File: src/rtl/simple16_trace_buf.sv
// Trace buffer for the simple16_cpu observation port: captures register-write events into a FWFT FIFO.
// Optional shadow register file (shadow_raddr/shadow_rdata) is enabled with SIMPLE16_TRACE_SHADOW_EN.
module simple16_trace_buf #(
  parameter  int DEPTH = 16,
  localparam int AW    = $clog2(DEPTH)
) (
  input  logic          clk,
  input  logic          rst_n,
  input  logic [15:0]   obs_pc,
  input  logic          obs_reg_we,
  input  logic [2:0]    obs_reg_waddr,
  input  logic [15:0]   obs_reg_wdata,
  input  logic          arm,
  input  logic          clear,
  input  logic          trig_en,
  input  logic [15:0]   trig_pc,
  input  logic [15:0]   max_events,
  output logic          m_valid,
  input  logic          m_ready,
  output logic [15:0]   m_pc,
  output logic [2:0]    m_waddr,
  output logic [15:0]   m_wdata,
  output logic [1:0]    state,
  output logic [AW:0]   count,
  output logic          overflow,
  output logic [15:0]   drop_cnt,
  output logic [15:0]   cap_cnt
`ifdef SIMPLE16_TRACE_SHADOW_EN
  ,
  input  logic [2:0]    shadow_raddr,
  output logic [15:0]   shadow_rdata
`endif
);

  // state | meaning
  // IDLE  | no session; waiting for arm
  // ARMED | waiting for obs_pc == trig_pc
  // RUN   | capturing events into the FIFO
  // DONE  | capture limit reached; draining only
  typedef enum logic [1:0] {
    IDLE  = 2'd0,
    ARMED = 2'd1,
    RUN   = 2'd2,
    DONE  = 2'd3
  } state_t;

  state_t state_q, state_d;

  logic [AW:0]   wr_ptr, rd_ptr;
  logic [15:0]   mem_pc   [DEPTH];
  logic [2:0]    mem_addr [DEPTH];
  logic [15:0]   mem_data [DEPTH];

  logic          empty, full;
  logic          trig_hit, evt;
  logic          do_push, do_pop, do_drop;
  logic          limit_hit;
  logic [15:0]   cap_next;
  logic [AW-1:0] rd_idx;

  assign empty    = (wr_ptr == rd_ptr);
  assign full     = (wr_ptr[AW] != rd_ptr[AW]) && (wr_ptr[AW-1:0] == rd_ptr[AW-1:0]);
  assign trig_hit = (state_q == ARMED) && (obs_pc == trig_pc);
  assign evt      = obs_reg_we && ((state_q == RUN) || trig_hit);

  // A pop frees the slot in the same edge, so a full FIFO can still accept.
  assign do_pop    = !empty && m_ready;
  assign do_push   = evt && (!full || do_pop);
  assign do_drop   = evt && full && !do_pop;
  assign cap_next  = (cap_cnt == 16'hFFFF) ? cap_cnt : cap_cnt + 16'd1;
  assign limit_hit = do_push && (max_events != 16'd0) && (cap_next == max_events);

  always_comb begin
    state_d = state_q;
    case (state_q)
      IDLE:    if (arm) state_d = trig_en ? ARMED : RUN;
      ARMED:   if (trig_hit) state_d = limit_hit ? DONE : RUN;
      RUN:     if (limit_hit) state_d = DONE;
      DONE:    state_d = DONE;
      default: state_d = IDLE;
    endcase
  end

  always_ff @(posedge clk or negedge rst_n) begin
    if (!rst_n) begin
      state_q  <= IDLE;
      wr_ptr   <= '0;
      rd_ptr   <= '0;
      overflow <= 1'b0;
      drop_cnt <= 16'd0;
      cap_cnt  <= 16'd0;
    end else if (clear) begin
      state_q  <= IDLE;
      wr_ptr   <= '0;
      rd_ptr   <= '0;
      overflow <= 1'b0;
      drop_cnt <= 16'd0;
      cap_cnt  <= 16'd0;
    end else begin
      state_q <= state_d;
      if (do_push) begin
        wr_ptr  <= wr_ptr + 1'b1;
        cap_cnt <= cap_next;
      end
      if (do_pop) rd_ptr <= rd_ptr + 1'b1;
      if (do_drop) begin
        overflow <= 1'b1;
        if (drop_cnt != 16'hFFFF) drop_cnt <= drop_cnt + 16'd1;
      end
    end
  end

  // Storage needs no reset: entries are only visible between the pointers.
  always_ff @(posedge clk) begin
    if (do_push && !clear) begin
      mem_pc[wr_ptr[AW-1:0]]   <= obs_pc;
      mem_addr[wr_ptr[AW-1:0]] <= obs_reg_waddr;
      mem_data[wr_ptr[AW-1:0]] <= obs_reg_wdata;
    end
  end

  assign rd_idx  = rd_ptr[AW-1:0];
  assign m_valid = !empty;
  assign m_pc    = m_valid ? mem_pc[rd_idx]   : 16'd0;
  assign m_waddr = m_valid ? mem_addr[rd_idx] : 3'd0;
  assign m_wdata = m_valid ? mem_data[rd_idx] : 16'd0;
  assign state   = state_q;
  assign count   = wr_ptr - rd_ptr;

`ifdef SIMPLE16_TRACE_SHADOW_EN
  logic [15:0] shadow [8];

  // Mirrors every CPU register write regardless of capture state or clear.
  always_ff @(posedge clk or negedge rst_n) begin
    if (!rst_n) begin
      for (int i = 0; i < 8; i++) shadow[i] <= 16'd0;
    end else if (obs_reg_we) begin
      shadow[obs_reg_waddr] <= obs_reg_wdata;
    end
  end

  assign shadow_rdata = shadow[shadow_raddr];
`endif

endmodule

File: config.mk
export PLATFORM = sky130hd
export DESIGN_NAME = simple16_trace_buf
export DESIGN_NICKNAME = d
export VERILOG_FILES = /design/src/rtl/simple16_trace_buf.sv
export SDC_FILE = /design/constraint.sdc
export NUM_CORES = 1
export LEC_CHECK = 0
export ABC_AREA = 1
export ABC_CLOCK_PERIOD_IN_PS = 15860
export CORE_MARGIN = 2
export CORE_UTILIZATION = 64
export DETAILED_ROUTE_END_ITERATION = 10
export GPL_TIMING_DRIVEN = 0
export PLACE_DENSITY = 0.85
export REMOVE_ABC_BUFFERS = 1
export SLEW_MARGIN = 0
export SYNTH_ARGS = -nofsm -noshare
export SYNTH_HDL_FRONTEND = slang
export SYNTH_SLANG_ARGS = --single-unit
File: constraint.sdc
create_clock -name clk -period 15.86 [get_ports clk]
set_clock_uncertainty 0.05 [all_clocks]
set_input_delay 2.379 -clock clk [delete_from_list [all_inputs] [get_ports clk]]
set_output_delay 2.379 -clock clk [all_outputs]
set_load 0.02 [all_outputs]
### Word level (Yosys, flattened, before mapping)

Memory sizes are Yosys's and may differ from the RTL's.
Cells that the tools add are included.

* register bits: 45
* bits of input ports: 74
* memories kept: 3
* RAM bits: 560

Memory list
* mem_data: depth 16, width 16, read ports 1, clocked after Yosys merged registers in 0, wr ports 1, RTL line 52 `logic [15:0] mem_data [DEPTH];`
* mem_pc: depth 16, width 16, read ports 1, clocked after Yosys merged registers in 0, wr ports 1, RTL line 50 `logic [15:0] mem_pc [DEPTH];`
* mem_addr: depth 16, width 3, read ports 1, clocked after Yosys merged registers in 0, wr ports 1, RTL line 51 `logic [2:0] mem_addr [DEPTH];`

* eq/ne operators: 13
* reduce and logical (&&, ||, !) cells: 24
* add/sub/neg operators: 5
* multiplexer cells: 24

Operators by type and width (count)
* 16-bit two-way mux: 8
* 16-bit by 1-bit adder with 16-bit output (second input constant): 2
* 16-bit == test: 2
* 5-bit two-way mux: 4
* 16-bit == test (second input constant): 1
* 16-bit != test (second input constant): 1
* 16-bit nonzero test: 1
* 5-bit by 1-bit adder with 5-bit output (second input constant): 2
* 1-bit logical AND: 10
* 2-bit two-way mux: 5
* 3-bit != test (second input constant): 3
* 2-bit case mux with 4 select lines: 1
* 2-bit nonzero test: 4
* 5-bit == test: 1
* 1-bit two-way mux: 5
* 5-bit subtractor: 1
* 2-bit == test (second input constant): 2
* 4-bit == test: 1
* 1-bit zero test: 4
* 3-bit two-way mux: 1
* 3-bit AND reduction: 1
* 2-bit by 1-bit == test with 1-bit output (second input constant): 1
* 2-bit zero test: 1
* 1-bit logical OR: 2
* 2 further kinds: 2

### Logic depth before layout (Yosys ltp)

* depth in word-level cells: 11
* mapped depth: 18
* mapped depth without buffers: 18

### Worst setup path before layout

No wires, ideal clock.

* path kind: input -> register
* from: in trig_pc[3]
* to: mem mem_addr[3][0], enable pin
* stages on the path: 12
* setup time: 0.471 ns
* arrival: 5.832 ns
* path slack: 9.507 ns
* cells stage by stage: inv_1 -> nand2_1 -> nand2_1 -> nor2_1 -> nand2_1 -> nor2_1 -> nand3_1 -> nand2_1 -> nand3_2 -> nor2_2 -> inv_1 -> nor3_1

* word-level cells in the longest chain between the ends: 8

RTL lines
* start, declared: RTL line 16 `input logic [15:0] trig_pc,`
* 16-bit == test: RTL line 63 `assign trig_hit = (state_q == ARMED) && (obs_pc == trig_pc);`
* 1-bit logical AND: RTL line 63
* 1-bit logical OR: RTL line 64 `assign evt = obs_reg_we && ((state_q == RUN) || trig_hit);`
* 1-bit logical AND: RTL line 64
* 1-bit logical AND: RTL line 68 `assign do_push = evt && (!full || do_pop);`
* 1-bit logical AND: RTL line 115 `if (do_push && !clear) begin`
* 1-bit two-way mux: RTL line 115
* 1-bit two-way mux (not written as such): RTL line 117 `mem_addr[wr_ptr[AW-1:0]] <= obs_reg_waddr;`
* end, declared: RTL line 51

Every way passes these cells.

### Final worst setup path

* from: reg rd_ptr[2]
* to: out m_pc[7]

* word-level cells in the longest chain between the ends: 2
* elaborated cells on any way between the ends: 3
* those cells by class: 1 x eq/ne; 1 x mux; 1 x memory

RTL lines
* start, declared: RTL line 49 `logic [AW:0] wr_ptr, rd_ptr;`
* start signal, assigned: RTL line 105 `if (do_pop) rd_ptr <= rd_ptr + 1'b1;`
* memory read 16 x 16 bit / 5-bit == test (equally long branches)
* 16-bit two-way mux *: RTL line 124 `assign m_pc = m_valid ? mem_pc[rd_idx] : 16'd0;`
* end, declared: RTL line 20 `output logic [15:0] m_pc,`

Mark *: on every way between the ends. The rest lies on a longest branch, timed or not.

==> run_results.csv <==
group,metric,value,unit
outcome,status,"complete, no violations",
grt,grt_start_max_net_pins,153,
logic_synthesis,synth_common_cells,"edfxtp_1 (560), nor2_1 (352), o21ai_0 (307)",
clock_tree,post_cts_buffers,0,
final_layout,nNetsFinal,2314,
floorplanning,io_pins,150,
worst_setup_path,worstSetupPathType,"reg2out",
final_layout,fin_area,29680,µm²
logic_synthesis,syn_area,25180,µm²
sta,finalSetupViolations,0,
route,avgViaCountPerCell,6.611,
clock_tree,root_buffer,"clkbuf_16",
logic_synthesis,synth.distinct_cells,40,
clock_tree,cts.htree.levels,2,
placed_design,place_congestion,0.8709,
logic_synthesis,synth-edff-count,560,
logic_synthesis,synth_seq_area_share,0.7127,
sta,worst_pin_slew,1.263,ns
clock_tree,cts_resized,0,
route,vias,18480,
final_layout,finalNonFillerCells,2796,
logic_synthesis,post_synth.cell_area_avg,11.97,µm²
route,drc,0,
placed_design,io_buffers,149,
grt,use_met3,0.08094,
worst_setup_path,worst-path-max-fanout,31,
min_path,hp-class,"reg2reg",
floorplanning,core_area,38740,µm²
placed_design,place_inst,2688,
power,vdd_drop_max,119.4,µV
sta,slew_headroom,0.1573,
grt,grt_pass1_wl,104400,µm
logic_synthesis,synth-seq-cells,605,
sta,drv_slew,0,
sta,rsz0062_at_grt,"no",
sta,min_period,7.293,ns
final_layout,utilization,0.7662,
final_layout,drive_gt1_frac,0.07557,
power,p_leak,10.06,nW
floorplanning,die-area,40940,µm²
final_layout,syn_to_final_growth,17.88,%
route,ant_nets,0,
logic_synthesis,synth.top_cell.area_share,0.6679,
clock_tree,insertion_delay,0.62,ns
placed_design,dpl_cell_area,27770,µm²
sta,hold_viol,0,
logic_synthesis,synth_warnings,0,
worst_setup_path,required,13.43,ns
clock_tree,clk_pin_slew,0.06,ns
worst_setup_path,arrival,4.86,ns
sta,whs,0.4914,ns
power,pwr_density_cell,149.6,nW/µm²
clock_tree,cts_buffer_depth,3,
job,maxCapViolCount,0,
route,drt_iter0_drc,2794,
grt,grt_use_total,0.3391,
logic_synthesis,syn-instance-count,2104,
grt,grt-ovfl-total,0,
route,wl,69190,µm
floorplanning,start_util,0.6499,
route,wl_per_cell,24.74,µm
grt,grt_pass1_vias,18420,
grt,use_met1,0.4429,
worst_setup_path,crit_path_start_kind,"register",
placed_design,dpl.hpwl,38140,µm
logic_synthesis,synthArstFlopShare,0.07438,
grt,grt_busiest_layer,"met2",
clock_tree,clock_sinks,605,
floorplanning,die_x,202.3,µm
clock_tree,cts_tree,"built",
logic_synthesis,yosys.area.top_type,"edfxtp_1",
grt,antenna_found_initial,4,
floorplanning,dieHeight,202.3,µm
sta,fmax,0.1371,GHz
logic_synthesis,synth.area.top_cells,"edfxtp_1 (67%), o21ai_0 (6.1%), nor2_1 (5.2%)",
logic_synthesis,yosysMostFrequentCell,"edfxtp_1",
floorplanning,rows,72,
worst_setup_path,critPathCaptureType,"output port",
sta,period_share,0.4599,
clock_tree,hold_buffers,0,
grt,use_met2,0.5384,
logic_synthesis,ys.flop_type,"edfxtp_1",
route,dr.pass1.iters,7,
clock_tree,numCtsBuffers,56,
power by group:
part | leakage, nW | internal, mW | switching (mW) | total [mW]
Combinational | 3.47 | 0.423 | 0.801 | 1.22
Sequential | 5.65 | 1.76 | 0.0564 | 1.82
Clock | 0.936 | 0.814 | 0.586 | 1.40
metal layers:
metal,up-vias,wire (µm)
met5,-,44
met4,6,3418
met2,1431,33100
met3,279,8783
li1,7952,-
met1,8816,23840
layout make-up:
class | instances | area [µm²]
Timing Repair Buffer | 189 | 2293
Sequential cell | 605 | 17950
Multi-Input combinational cell | 1283 | 6506
Inverter | 93 | 367.9
Fill cell | 2158 | 9059
Clock inverter | 30 | 367.9
Antenna cell | 2 | 5.005
Clock buffer | 76 | 1539
Tap cell | 518 | 648.1
state kept, by name (all words and copies together), names as in the netlist:
name / flops
cap_cnt: 16
drop_cnt: 16
mem_addr: 48
mem_data: 256
mem_pc: 256
overflow: 1
rd_ptr: 5
state: 2
wr_ptr: 5
layout by cell type (no fill, tap or decap), types with 8 or more instances in the layout:
master	Yosys	layout
clkbuf_1	105	16
clkinv_2	0	12
inv_1	88	85
a31oi_1	35	35
nand3_1	71	71
o221ai_1	57	57
nand4_1	15	15
dfrtp_1	45	42
nand2_1	250	250
o31ai_1	10	10
edfxtp_1	560	560
buf_16	0	15
xor2_1	13	13
nor2_4	3	18
o211ai_1	13	13
clkbuf_16	0	58
clkdlybuf4s50_1	0	148
o21ai_0	307	307
xnor2_1	9	9
ha_1	11	11
a21oi_1	12	12
buf_12	0	12
nor2_1	352	337
bufinv_16	0	8
o22ai_1	86	86
buf_6	2	11
kinds of logic (layout without fill, tap and decap cells):
family,after synthesis,count (layout),synth area share
adder cells (fa/ha/maj),12,12,0.006262
other,0,2,0
flip-flops,605,605,0.7127
XOR/XNOR,22,22,0.007654
AO/OA/AOI/OAI,524,524,0.1215
AND/OR/NAND/NOR,725,725,0.1179
buffers and inverters,216,388,0.03399
per-stage QoR:
step                setup slack, ns  power [mW]  setup TNS (ns)
floorplan                     2.853       2.526               0
global placement             -6.551       2.980         -425.06
detailed placement            8.507       3.013               0
CTS                           8.697       4.410               0
global route                  8.513       4.581               0
finish                        8.567       4.441               0
worst paths after layout:
| kind | start | to | slack, ns | depth (start not counted) |
|---|---|---|---|---|
| setup reg to reg | rd_ptr[2] | mem_data[3][2] | 9.78 | 13 |
| min in group asynchronous | rst_n | wr_ptr[2] | 1.68 | 1 |
| hold reg to reg | overflow | overflow | 0.49 | 2 |
| max in group asynchronous | rst_n | drop_cnt[13] | 13.55 | 2 |
| setup / recovery | rd_ptr[2] | m_pc[7] | 8.57 | 8 |
| hold / removal | overflow | overflow | 0.49 | 2 |
critical path, cell delays in order (launching register included):
cell and delay (ns):
dfrtp_2 0.90, buf_12 0.29, inv_1 0.58, ha_1 0.64, nand4_1 0.19, nor2_4 0.56, buf_12 0.31, a31oi_1 0.15
clkdlybuf4s50_1 0.59
No activity file was read; power rests on OpenSTA's default activity.
